[src/rtl/syn_pipeline_ctrl_pkg.sv]
// Shared constants, state encoding and the register-match helper for the
// pipeline hazard controller.
package syn_pipeline_ctrl_pkg;

  localparam logic [1:0] MUX_EX_REDIR_A_OLD = 2'd0;
  localparam logic [1:0] MUX_EX_REDIR_A_EX  = 2'd1;
  localparam logic [1:0] MUX_EX_REDIR_A_DM  = 2'd2;
  localparam logic [1:0] MUX_EX_REDIR_B_OLD = 2'd0;
  localparam logic [1:0] MUX_EX_REDIR_B_EX  = 2'd1;
  localparam logic [1:0] MUX_EX_REDIR_B_DM  = 2'd2;

  localparam logic [1:0] PCTL_DRAIN_CYC = 2'd2;

  typedef enum logic [1:0] {
    PCTL_RUN    = 2'd0,
    PCTL_DRAIN  = 2'd1,
    PCTL_HALTED = 2'd2
  } pctl_state_e;

  // $0 is hardwired to zero, so a write to it never creates a hazard.
  function automatic logic reg_hit(input logic [4:0] req, input logic [4:0] dst,
                                   input logic w_en);
    return w_en && (dst == req) && (req != 5'd0);
  endfunction

endpackage

[src/rtl/syn_pipeline_ctrl_if.sv]
// Pipeline-side bundle of the hazard controller: ID/EX/DM hazard inputs
// and the stall/flush/forward controls back to the pipeline registers.
interface syn_pipeline_ctrl_if #(parameter int CNT_W = 16);
  logic             en;
  logic [4:0]       id_req_a;
  logic [4:0]       id_req_b;
  logic             id_use_a;
  logic             id_use_b;
  logic [4:0]       ex_req_w;
  logic             ex_w_en;
  logic             ex_is_load;
  logic [4:0]       dm_req_w;
  logic             dm_w_en;
  logic             load_pc;
  logic             halt_ex;
  logic             pc_en;
  logic             if_id_en;
  logic             if_id_clr;
  logic             id_ex_clr;
  logic [1:0]       fwd_a;
  logic [1:0]       fwd_b;
  logic             halted;
  logic [CNT_W-1:0] stall_cnt;
  logic [CNT_W-1:0] flush_cnt;

  modport master (
    output en, id_req_a, id_req_b, id_use_a, id_use_b, ex_req_w, ex_w_en,
           ex_is_load, dm_req_w, dm_w_en, load_pc, halt_ex,
    input  pc_en, if_id_en, if_id_clr, id_ex_clr, fwd_a, fwd_b, halted,
           stall_cnt, flush_cnt
  );

  modport slave (
    input  en, id_req_a, id_req_b, id_use_a, id_use_b, ex_req_w, ex_w_en,
           ex_is_load, dm_req_w, dm_w_en, load_pc, halt_ex,
    output pc_en, if_id_en, if_id_clr, id_ex_clr, fwd_a, fwd_b, halted,
           stall_cnt, flush_cnt
  );
endinterface

[src/rtl/syn_pipeline_ctrl_cmb_fwd_sel.sv]
// Forwarding select for one ID source port; the younger EX result wins
// over the older DM result.
module cmb_fwd_sel
  import syn_pipeline_ctrl_pkg::*;
(
  input  logic [4:0] req,
  input  logic [4:0] ex_req_w,
  input  logic       ex_w_en,
  input  logic [4:0] dm_req_w,
  input  logic       dm_w_en,
  output logic [1:0] sel
);

  always_comb begin
    sel = MUX_EX_REDIR_A_OLD;
    if (reg_hit(req, ex_req_w, ex_w_en))
      sel = MUX_EX_REDIR_A_EX;
    else if (reg_hit(req, dm_req_w, dm_w_en))
      sel = MUX_EX_REDIR_A_DM;
  end

endmodule

[src/rtl/syn_pipeline_ctrl.sv]
// Hazard/sequencing controller: forwarding selects, load-use stall,
// taken-branch flush and syscall drain/halt with saturating event counters.
//   state        | meaning
//   PCTL_RUN     | normal issue; flush/stall/halt decided per cycle
//   PCTL_DRAIN   | halt seen, letting older instructions retire
//   PCTL_HALTED  | pipeline empty and frozen until reset
module syn_pipeline_ctrl
  import syn_pipeline_ctrl_pkg::*;
#(
  parameter int CNT_W = 16
) (
  input  logic              clk,
  input  logic              rst_n,
  syn_pipeline_ctrl_if.slave bus
);

  pctl_state_e      state, state_nxt;
  logic [1:0]       drain_cnt, drain_nxt;
  logic [CNT_W-1:0] stall_cnt, flush_cnt;
  logic [1:0]       sel_a, sel_b;
  logic             luse, stall_inc, flush_inc;
  logic             pc_en, if_id_en, if_id_clr, id_ex_clr;

  cmb_fwd_sel u_fwd_a (
    .req(bus.id_req_a), .ex_req_w(bus.ex_req_w), .ex_w_en(bus.ex_w_en),
    .dm_req_w(bus.dm_req_w), .dm_w_en(bus.dm_w_en), .sel(sel_a)
  );

  cmb_fwd_sel u_fwd_b (
    .req(bus.id_req_b), .ex_req_w(bus.ex_req_w), .ex_w_en(bus.ex_w_en),
    .dm_req_w(bus.dm_req_w), .dm_w_en(bus.dm_w_en), .sel(sel_b)
  );

  assign luse = bus.ex_is_load && bus.ex_w_en && (bus.ex_req_w != 5'd0) &&
                ((bus.id_use_a && (bus.id_req_a == bus.ex_req_w)) ||
                 (bus.id_use_b && (bus.id_req_b == bus.ex_req_w)));

  always_ff @(posedge clk) begin
    if (!rst_n) begin
      state     <= PCTL_RUN;
      drain_cnt <= 2'd0;
      stall_cnt <= '0;
      flush_cnt <= '0;
    end else if (bus.en) begin
      state     <= state_nxt;
      drain_cnt <= drain_nxt;
      if (stall_inc && (stall_cnt != {CNT_W{1'b1}}))
        stall_cnt <= stall_cnt + 1'b1;
      if (flush_inc && (flush_cnt != {CNT_W{1'b1}}))
        flush_cnt <= flush_cnt + 1'b1;
    end
  end

  always_comb begin
    state_nxt = state;
    drain_nxt = drain_cnt;
    pc_en     = 1'b1;
    if_id_en  = 1'b1;
    if_id_clr = 1'b0;
    id_ex_clr = 1'b0;
    stall_inc = 1'b0;
    flush_inc = 1'b0;
    case (state)
      PCTL_RUN: begin
        if (bus.halt_ex) begin
          state_nxt = PCTL_DRAIN;
          drain_nxt = PCTL_DRAIN_CYC;
          pc_en     = 1'b0;
          if_id_clr = 1'b1;
          id_ex_clr = 1'b1;
        end else if (bus.load_pc) begin
          if_id_clr = 1'b1;
          id_ex_clr = 1'b1;
          flush_inc = 1'b1;
        end else if (luse) begin
          pc_en     = 1'b0;
          if_id_en  = 1'b0;
          id_ex_clr = 1'b1;
          stall_inc = 1'b1;
        end
      end
      PCTL_DRAIN: begin
        pc_en     = 1'b0;
        if_id_en  = 1'b0;
        if_id_clr = 1'b1;
        id_ex_clr = 1'b1;
        drain_nxt = drain_cnt - 2'd1;
        // Leave as the count reaches zero so HALTED lands on the drain'th edge.
        if (drain_cnt <= 2'd1) begin
          state_nxt = PCTL_HALTED;
          drain_nxt = 2'd0;
        end
      end
      PCTL_HALTED: begin
        pc_en     = 1'b0;
        if_id_en  = 1'b0;
        if_id_clr = 1'b1;
        id_ex_clr = 1'b1;
      end
      default: state_nxt = PCTL_RUN;
    endcase
  end

  assign bus.pc_en     = rst_n && pc_en;
  assign bus.if_id_en  = rst_n && if_id_en;
  assign bus.if_id_clr = !rst_n || if_id_clr;
  assign bus.id_ex_clr = !rst_n || id_ex_clr;
  assign bus.fwd_a     = rst_n ? sel_a : MUX_EX_REDIR_A_OLD;
  assign bus.fwd_b     = rst_n ? sel_b : MUX_EX_REDIR_B_OLD;
  assign bus.halted    = (state == PCTL_HALTED);
  assign bus.stall_cnt = stall_cnt;
  assign bus.flush_cnt = flush_cnt;

endmodule

[src/flat_wrapper.sv]
// flat-port wrapper written by rule: the top's interface ports become plain ports
module syn_pipeline_ctrl_flat import syn_pipeline_ctrl_pkg::*;
#(
  parameter int CNT_W = 16
)
  (clk, rst_n, bus_en, bus_id_req_a, bus_id_req_b, bus_id_use_a, bus_id_use_b, bus_ex_req_w, bus_ex_w_en, bus_ex_is_load, bus_dm_req_w, bus_dm_w_en, bus_load_pc, bus_halt_ex, bus_pc_en, bus_if_id_en, bus_if_id_clr, bus_id_ex_clr, bus_fwd_a, bus_fwd_b, bus_halted, bus_stall_cnt, bus_flush_cnt);
  syn_pipeline_ctrl_if #(.CNT_W(CNT_W)) bus_i ();
  input  logic clk;
  input  logic rst_n;
  input wire logic [$bits(bus_i.en)-1:0] bus_en;
  input wire logic [$bits(bus_i.id_req_a)-1:0] bus_id_req_a;
  input wire logic [$bits(bus_i.id_req_b)-1:0] bus_id_req_b;
  input wire logic [$bits(bus_i.id_use_a)-1:0] bus_id_use_a;
  input wire logic [$bits(bus_i.id_use_b)-1:0] bus_id_use_b;
  input wire logic [$bits(bus_i.ex_req_w)-1:0] bus_ex_req_w;
  input wire logic [$bits(bus_i.ex_w_en)-1:0] bus_ex_w_en;
  input wire logic [$bits(bus_i.ex_is_load)-1:0] bus_ex_is_load;
  input wire logic [$bits(bus_i.dm_req_w)-1:0] bus_dm_req_w;
  input wire logic [$bits(bus_i.dm_w_en)-1:0] bus_dm_w_en;
  input wire logic [$bits(bus_i.load_pc)-1:0] bus_load_pc;
  input wire logic [$bits(bus_i.halt_ex)-1:0] bus_halt_ex;
  output wire logic [$bits(bus_i.pc_en)-1:0] bus_pc_en;
  output wire logic [$bits(bus_i.if_id_en)-1:0] bus_if_id_en;
  output wire logic [$bits(bus_i.if_id_clr)-1:0] bus_if_id_clr;
  output wire logic [$bits(bus_i.id_ex_clr)-1:0] bus_id_ex_clr;
  output wire logic [$bits(bus_i.fwd_a)-1:0] bus_fwd_a;
  output wire logic [$bits(bus_i.fwd_b)-1:0] bus_fwd_b;
  output wire logic [$bits(bus_i.halted)-1:0] bus_halted;
  output wire logic [$bits(bus_i.stall_cnt)-1:0] bus_stall_cnt;
  output wire logic [$bits(bus_i.flush_cnt)-1:0] bus_flush_cnt;
  assign bus_i.en = bus_en;
  assign bus_i.id_req_a = bus_id_req_a;
  assign bus_i.id_req_b = bus_id_req_b;
  assign bus_i.id_use_a = bus_id_use_a;
  assign bus_i.id_use_b = bus_id_use_b;
  assign bus_i.ex_req_w = bus_ex_req_w;
  assign bus_i.ex_w_en = bus_ex_w_en;
  assign bus_i.ex_is_load = bus_ex_is_load;
  assign bus_i.dm_req_w = bus_dm_req_w;
  assign bus_i.dm_w_en = bus_dm_w_en;
  assign bus_i.load_pc = bus_load_pc;
  assign bus_i.halt_ex = bus_halt_ex;
  assign bus_pc_en = bus_i.pc_en;
  assign bus_if_id_en = bus_i.if_id_en;
  assign bus_if_id_clr = bus_i.if_id_clr;
  assign bus_id_ex_clr = bus_i.id_ex_clr;
  assign bus_fwd_a = bus_i.fwd_a;
  assign bus_fwd_b = bus_i.fwd_b;
  assign bus_halted = bus_i.halted;
  assign bus_stall_cnt = bus_i.stall_cnt;
  assign bus_flush_cnt = bus_i.flush_cnt;
  syn_pipeline_ctrl #(.CNT_W(CNT_W)) u_core (.clk(clk), .rst_n(rst_n), .bus(bus_i));
endmodule
[config.mk]
export PLATFORM = sky130hd
export DESIGN_NAME = syn_pipeline_ctrl_flat
export DESIGN_NICKNAME = d
export VERILOG_FILES = /design/src/rtl/syn_pipeline_ctrl_pkg.sv /design/src/rtl/syn_pipeline_ctrl_if.sv /design/src/rtl/syn_pipeline_ctrl_cmb_fwd_sel.sv /design/src/rtl/syn_pipeline_ctrl.sv /design/src/flat_wrapper.sv
export SDC_FILE = /design/constraint.sdc
export NUM_CORES = 1
export LEC_CHECK = 0
export CAP_MARGIN = 10
export CORE_ASPECT_RATIO = 0.6
export CORE_UTILIZATION = 51
export DETAILED_ROUTE_END_ITERATION = 10
export GPL_TIMING_DRIVEN = 0
export PLACE_DENSITY = 0.86
export REMOVE_ABC_BUFFERS = 1
export SYNTH_ARGS = -nofsm -noshare
export SYNTH_HDL_FRONTEND = slang
export SYNTH_SLANG_ARGS = --single-unit
[constraint.sdc]
create_clock -name clk -period 3.3 [get_ports clk]
set_clock_uncertainty 0.2 [all_clocks]
set_input_delay 0.495 -clock clk [delete_from_list [all_inputs] [get_ports clk]]
set_output_delay 0.495 -clock clk [all_outputs]
set_load 0.005 [all_outputs]
# Word-level counts from Yosys, hierarchy flattened
# Cells that the tools add are included.
[totals]
inputBits = 30
regBits = 36
word_cells = 82
output_inout_bits = 41
[op_classes]
n_eq_ne = 12
n_bitwise = 1
magnitude_cmp = 1
n_addsub = 3
reduce_logical = 31
muxes = 30
[op_table]
columns = ["cell", "n"]
rows = [
  ["16-bit by 1-bit adder with 16-bit output, second input constant", 2],
  ["16-bit != test, second input constant", 2],
  ["5-bit == test", 6],
  ["2-bit two-way mux", 10],
  ["1-bit logical AND", 17],
  ["5-bit nonzero test", 3],
  ["1-bit two-way mux", 14],
  ["1-bit case mux with 2 select lines", 4],
  ["2-bit case mux with 3 select lines", 1],
  ["2-bit case mux with 2 select lines", 1],
  ["2-bit AND reduction", 2],
  ["4-bit AND reduction", 1],
  ["1-bit logical OR", 3],
  ["3-bit AND reduction", 1],
  ["2-bit by 1-bit == test with 1-bit output, second input constant", 1],
  ["2-bit == test, second input constant", 1],
  ["2-bit by 1-bit <= comparator with 1-bit output, second input constant", 1],
  ["2-bit zero test", 1],
  ["2-bit by 1-bit != test with 1-bit output, second input constant", 1],
  ["2-bit != test, second input constant", 1],
  ["2-bit nonzero test", 1],
  ["2-bit OR reduction", 1],
  ["2-bit by 1-bit subtractor with 2-bit output, second input constant", 1],
  ["1-bit zero test", 1],
  ["1-bit inverter", 1],
]

# Logic depth before layout (Yosys ltp)
[logic_depth]
word_depth = 10
depth_mapped = 9
depth_no_buf = 8

# Modules after synthesis
# A second synthesis with hierarchy kept.
[hier_totals]
cells_unflattened = 276
hier_area_um2 = 2265.9
[modules_own_cells]
columns = ["mod", "n_inst", "cells_each", "seq_area_each_um2", "area_each_um2"]
rows = [
  ["syn_pipeline_ctrl", 1, 240, 720.7, 1988.2],
  ["cmb_fwd_sel", 2, 18, 0.0, 138.9],
]

# Least setup slack after synthesis
# Ideal clock, no wire load.
[synth_path]
path_type = "input port to output port"
start = "in bus_ex_req_w[1]"
end = "out bus_id_ex_clr"
t_required_ns = 2.605
t_arrival_ns = 1.572
stages = 4
path_buffers = 0
setup_slack_ns = 1.033
path_cell_list = "or4_4 o211ai_4 nor2_1 a31o_2"
[synth_between]
elab_chain_cells = 9
elab_cells_between_ends = 13
classes_between = "2 x eq/ne; 4 x mux; 7 x reduce/logical"
[synth_lines]
columns = ["element", "line", "text"]
rows = [
  ["start, declared", "flat_wrapper.sv:15", "input wire logic [$bits(bus_i.ex_req_w)-1:0] bus_ex_req_w;"],
  ["5-bit == test, on equally long branches", "syn_pipeline_ctrl.sv:35, syn_pipeline_ctrl.sv:36", ""],
  ["1-bit logical AND, on equally long branches", "syn_pipeline_ctrl.sv:35, syn_pipeline_ctrl.sv:36", ""],
  ["1-bit logical OR", "syn_pipeline_ctrl.sv:35", "((bus.id_use_a && (bus.id_req_a == bus.ex_req_w)) ||"],
  ["1-bit logical AND *", "syn_pipeline_ctrl.sv:34", "assign luse = bus.ex_is_load && bus.ex_w_en && (bus.ex_req_w != 5'd0) &&"],
  ["1-bit two-way mux *", "syn_pipeline_ctrl.sv:75", "end else if (luse) begin"],
  ["1-bit two-way mux *", "syn_pipeline_ctrl.sv:71", "end else if (bus.load_pc) begin"],
  ["1-bit two-way mux *", "syn_pipeline_ctrl.sv:65", "if (bus.halt_ex) begin"],
  ["1-bit case mux with 2 select lines *", "syn_pipeline_ctrl.sv:63", "case (state)"],
  ["1-bit logical OR *", "syn_pipeline_ctrl.sv:107", "assign bus.id_ex_clr = !rst_n || id_ex_clr;"],
  ["end, declared", "flat_wrapper.sv:25", "output wire logic [$bits(bus_i.id_ex_clr)-1:0] bus_id_ex_clr;"],
]
# Every way passes the cells marked *; elsewhere a longest branch is shown, timed or not.

# Worst setup path in the final report
[layout_path]
start = "in bus_ex_req_w[3]"
end = "out bus_if_id_en"
[layout_between]
elab_chain_cells = 9
elab_cells_between_ends = 13
classes_between = "2 x eq/ne; 4 x mux; 7 x reduce/logical"
[layout_lines]
columns = ["element", "line", "text"]
rows = [
  ["5-bit == test, on equally long branches", "syn_pipeline_ctrl.sv:35, syn_pipeline_ctrl.sv:36", ""],
  ["1-bit logical AND, on equally long branches", "syn_pipeline_ctrl.sv:35, syn_pipeline_ctrl.sv:36", ""],
  ["1-bit logical OR", "syn_pipeline_ctrl.sv:35", ""],
  ["1-bit logical AND *", "syn_pipeline_ctrl.sv:34", ""],
  ["1-bit two-way mux *", "syn_pipeline_ctrl.sv:75", ""],
  ["1-bit two-way mux *", "syn_pipeline_ctrl.sv:71", ""],
  ["1-bit two-way mux *", "syn_pipeline_ctrl.sv:65", ""],
  ["1-bit case mux with 2 select lines *", "syn_pipeline_ctrl.sv:63", ""],
  ["1-bit logical AND *", "syn_pipeline_ctrl.sv:105", "assign bus.if_id_en = rst_n && if_id_en;"],
  ["end, declared", "flat_wrapper.sv:23", "output wire logic [$bits(bus_i.if_id_en)-1:0] bus_if_id_en;"],
]
# Marks and branches as above.

==> run_results.csv <==
group,metric,value,unit
yosys,syn-mean-instance-area,8.80,µm²
pwr,cellInternalPower,0.678,mW
floorplan,die_w,89.3,µm
grt,global_route.usage.met2,39.6,%
route,1st_iter_drt_viols,101,
critical_path,cp_slowest_stage_delay,0.55,ns
yosys,synthesized_area_fraction_occupied_by_ao_oa_aoi_and_oai_cells,15.1,%
job,drv_cap,0,
timing,max_slew_margin,37.0,%
grt,grt-busiest-layer,"met2",
final_layout,fillers,321,
critical_path,timing.critical_path.fanout_max,3,
outcome,outcome,"completed",
clock_tree,cts.path.max_buffers,2,
final_layout,diodes,0,
min_path,hold_depth,2,
grt,global_route_track_usage_on_met3,5.73,%
floorplan,core_region_area,4230,µm²
clock_tree,worstSkewPairLatency,0.29,ns
pwr,total_leakage_power,1.15,nW
grt,grt_use_met1,36.8,%
critical_path,worstSetupPathType,"in2out",
min_path,hold_path_class,"reg2reg",
yosys,asyncSetResetFlopFracSynth,0,%
timing,drv_slew,0,
yosys,syn_area,2330,µm²
place,gp_congestion,0.755,
floorplan,start_util,55.1,%
route,drtAntennaViolNets,0,
final_layout,synthToLayoutAreaGrowth,37.4,%
clock_tree,numCtsBuffers,5,
critical_path,critPathArrivalTime,2.58,ns
route,drc,0,
clock_tree,cts.sinks,36,
critical_path,regToRegEndpoint,"u_core.bus.flush_cnt[3]$_SDFFE_PN0P_",
min_path,timing.hold.worst_endpoint,"u_core.bus.stall_cnt[2]$_SDFFE_PN0P_",
grt,antenna_found_initial,0,
critical_path,path_cells,"clkdlybuf4s50_1 > or4_4 > o211ai_4 > nor2_1 > a31oi_1 > clkdlybuf4s50_1",
route,detail_route.first_pass.iterations,4,
grt,gr-total-overflow,0,
yosys,number_of_different_library_cells_in_the_post_synthesis_netlist,53,
critical_path,number_of_cell_instances_on_the_worst_register_to_register_path,7,
yosys,post_synth_main_area_contributors,"sky130_fd_sc_hd__dfxtp_1, sky130_fd_sc_hd__xnor2_1, sky130_fd_sc_hd__and2_1",
yosys,syn-instance-count,265,
floorplan,chipHeight,54.4,µm
yosys,synth_top_area_share,30.9,%
place,post-dp-hpwl,4.48,mm
yosys,synthesis.yosys.warnings,0,
place,numPortBuffers,70,
floorplan,core.rowCount,18,
pwr,net_switching_fraction_of_the_power,26.8,%
grt,first_pass_grt_wire_length,9.38,mm
clock_tree,cts_root_buf,"sky130_fd_sc_hd__clkbuf_8",
critical_path,cpMaxStageDelayCell,"sky130_fd_sc_hd__or4_4",
route,vias,2209,
yosys,area_share_of_fa_ha_maj_cells_after_synthesis,3.22,%
place,number_of_placed_cells_counting_well_taps,386,
yosys,post_synth_and_or_nand_nor_area_fraction,30.5,%
critical_path,timing.critical_path.from_type,"input port",
timing,setup_total_negative_slack,0,ns
timing,finalWorstPathRequiredPeriod,3.27,ns
clock_tree,clock_tree_from_tritoncts,"built",
pwr,reg_power_share,47.9,%
final_layout,fin_cells,397,
timing,hold_vio_cnt_final,0,
yosys,synth-main-ff-cell,"sky130_fd_sc_hd__dfxtp_1",
critical_path,timing.reg2reg.setup_slack,0.62,ns
yosys,synth_top_family_by_area,"simple AND/OR/NAND/NOR gates",
critical_path,reg2reg_from,"u_core.bus.flush_cnt[0]$_SDFFE_PN0P_",
timing,worst-slew-pin-transition,0.933,ns
timing,final_period_util,99.2,%
floorplan,die-area,4860,µm²
yosys,synth_top_cell_by_area,"sky130_fd_sc_hd__dfxtp_1",
yosys,sequential_fraction_of_the_synthesis_area,30.9,%
yosys,synth_xor_area_share,13.5,%
final_layout,layout-drive-gt1-share,11.3,%
critical_path,path_common_cell,"sky130_fd_sc_hd__clkdlybuf4s50_1",
pwr,powerDensity,289,nW/µm²
pwr,clock_power_share,34.0,%
timing,timing.final.setup_violations,0,
yosys,synth.mux.area_fraction,2.63,%
pwr,p_comb_share,18.1,%
route,viasPerCell,5.56,
pwr,vdd.ir_drop.worst,0.200,mV
yosys,flip_flop_and_latch_count_after_synthesis,36,
clock_tree,clock_transition_time_at_the_flip_flop_clock_pins_of_the_worst_setup_and_hold_paths,0.08,ns
grt,groute.usage.overall,25.9,%
critical_path,cp.required,2.60,ns
route,wl_per_cell,15.4,µm
yosys,synth_edf_count,0,
clock_tree,cts-htree-levels,2,
grt,first_global_vias,1982,
place,post-place-ws,-0.533,ns
floorplan,boundaryPins,71,
final_layout,post_layout_utilization_of_the_core,75.7,%
timing,final_critical_path_setup_slack,0.0279,ns
final_layout,finalNetCount,372,
timing,maximum_clock_frequency,0.306,GHz
pwr,switching_power,0.248,mW
route,drt_wl_total,6.13,mm
grt,maximum_number_of_pins_on_one_net_before_global_route_repair,48,
min_path,hold_path.startpoint,"u_core.bus.stall_cnt[2]$_SDFFE_PN0P_",
timing,finalHoldWorstSlack,0.315,ns
critical_path,cp-end-kind,"output pin",
## metrics by stage
stage / power, mW / instance area (µm²)
global placement: 0.607 / 3050
CTS: 0.919 / 3160
finish: 0.926 / 3210
floorplan: 0.529 / 2270
global route: 0.970 / 3210
detailed placement: 0.613 / 3050
## worst max-delay path: cells and delay by family
family | cells | cell delay (ns)
and+or+nand+nor | 2 | 0.64
AOI/OAI and AO/OA | 2 | 0.40
buffers and inverters | 2 | 1.04
## flip-flops by register name, summed over array words and instances (netlist names)
name                  cells
u_core.bus.flush_cnt     16
u_core.bus.stall_cnt     16
u_core.drain_cnt          2
u_core.state              2
## final cells by class
cell class | instances | area, µm² | share of cell area (%)
Clock inverter | 1 | 8.76 | 0.273
Sequential cell | 36 | 721 | 22.5
Timing Repair Buffer | 73 | 741 | 23.1
Multi-Input combinational cell | 211 | 1550 | 48.4
Clock buffer | 7 | 76.3 | 2.38
Inverter | 9 | 33.8 | 1.05
Tap cell | 60 | 75.1 | 2.34
## power by group through the flow
stage          Clock, mW  Sequential [mW]  Combinational (mW)
2_1_floorplan          0            0.452              0.0764
3_3_place_gp           0            0.453               0.154
3_5_place_dp           0            0.453               0.159
4_1_cts            0.315            0.443               0.161
5_1_grt            0.345            0.444               0.182
6_report           0.315            0.443               0.168
## cell usage after synthesis, drive strengths merged, types with 6 or more instances
cell type,instances
dfxtp,36
and2,17
o21ai,14
ha,6
nand3,19
nor2,14
inv,9
a21boi,9
nand4,11
xnor2,32
nand2,21
clkbuf,6
or3,8
## logic make-up (layout without fill, tap and decap cells)
family / count (synthesis) / count (layout)
simple gates: 122 / 122
fa+ha+maj: 6 / 6
xor+xnor: 36 / 36
mux: 6 / 6
buf+inv: 18 / 90
flops: 36 / 36
compound gates: 41 / 41
## what timing repair did
action                                  4_1_cts  5_1_grt
endpoints found under the setup margin        8        3
hold buffers                                  0        0
gates resized for setup                       5       12
pin swaps                                     3        4
buffers inserted                              3        0
## layer usage
| layer | wire length, µm | up-vias |
|---|---|---|
| met3 | 396 | 13 |
| li1 | - | 1095 |
| met5 | 0 | - |
| met4 | 94 | 0 |
| met2 | 2750 | 101 |
| met1 | 2890 | 1000 |
## layout by cell type, fill, tap and decap left out, types with 4 or more instances in the layout
cell type                         instances
sky130_fd_sc_hd__clkdlybuf4s50_1         61
sky130_fd_sc_hd__and2_1                  17
sky130_fd_sc_hd__or3_1                    8
sky130_fd_sc_hd__a21boi_2                 6
sky130_fd_sc_hd__xor2_1                   4
sky130_fd_sc_hd__nor2_1                  12
sky130_fd_sc_hd__nand3_1                 16
sky130_fd_sc_hd__o21ai_2                  6
sky130_fd_sc_hd__dfxtp_1                 36
sky130_fd_sc_hd__nor2b_1                  5
sky130_fd_sc_hd__clkbuf_8                 5
sky130_fd_sc_hd__inv_1                    9
sky130_fd_sc_hd__nand4_1                 11
sky130_fd_sc_hd__nand2_1                 21
sky130_fd_sc_hd__xnor2_1                 29
sky130_fd_sc_hd__dlymetal6s2s_1           7
sky130_fd_sc_hd__mux2i_1                  5
sky130_fd_sc_hd__ha_1                     6
sky130_fd_sc_hd__o21ai_0                  4
## worst max-delay path by stage
stage,startpoint,endpoint,slack (ns)
3_3_place_gp,rst_n,bus_fwd_a[1],-0.44
5_1_grt,bus_id_req_a[4],bus_pc_en,-0.03
2_1_floorplan,u_core.bus.flush_cnt[0]$_SDFFE_PN0P_,u_core.bus.flush_cnt[3]$_SDFFE_PN0P_,0.93
3_5_place_dp,rst_n,bus_fwd_b[0],-0.53
6_report,bus_ex_req_w[3],bus_if_id_en,0.03
4_1_cts,bus_id_req_a[1],bus_pc_en,0.03
Note: power is estimated with default switching activity, not from simulation.
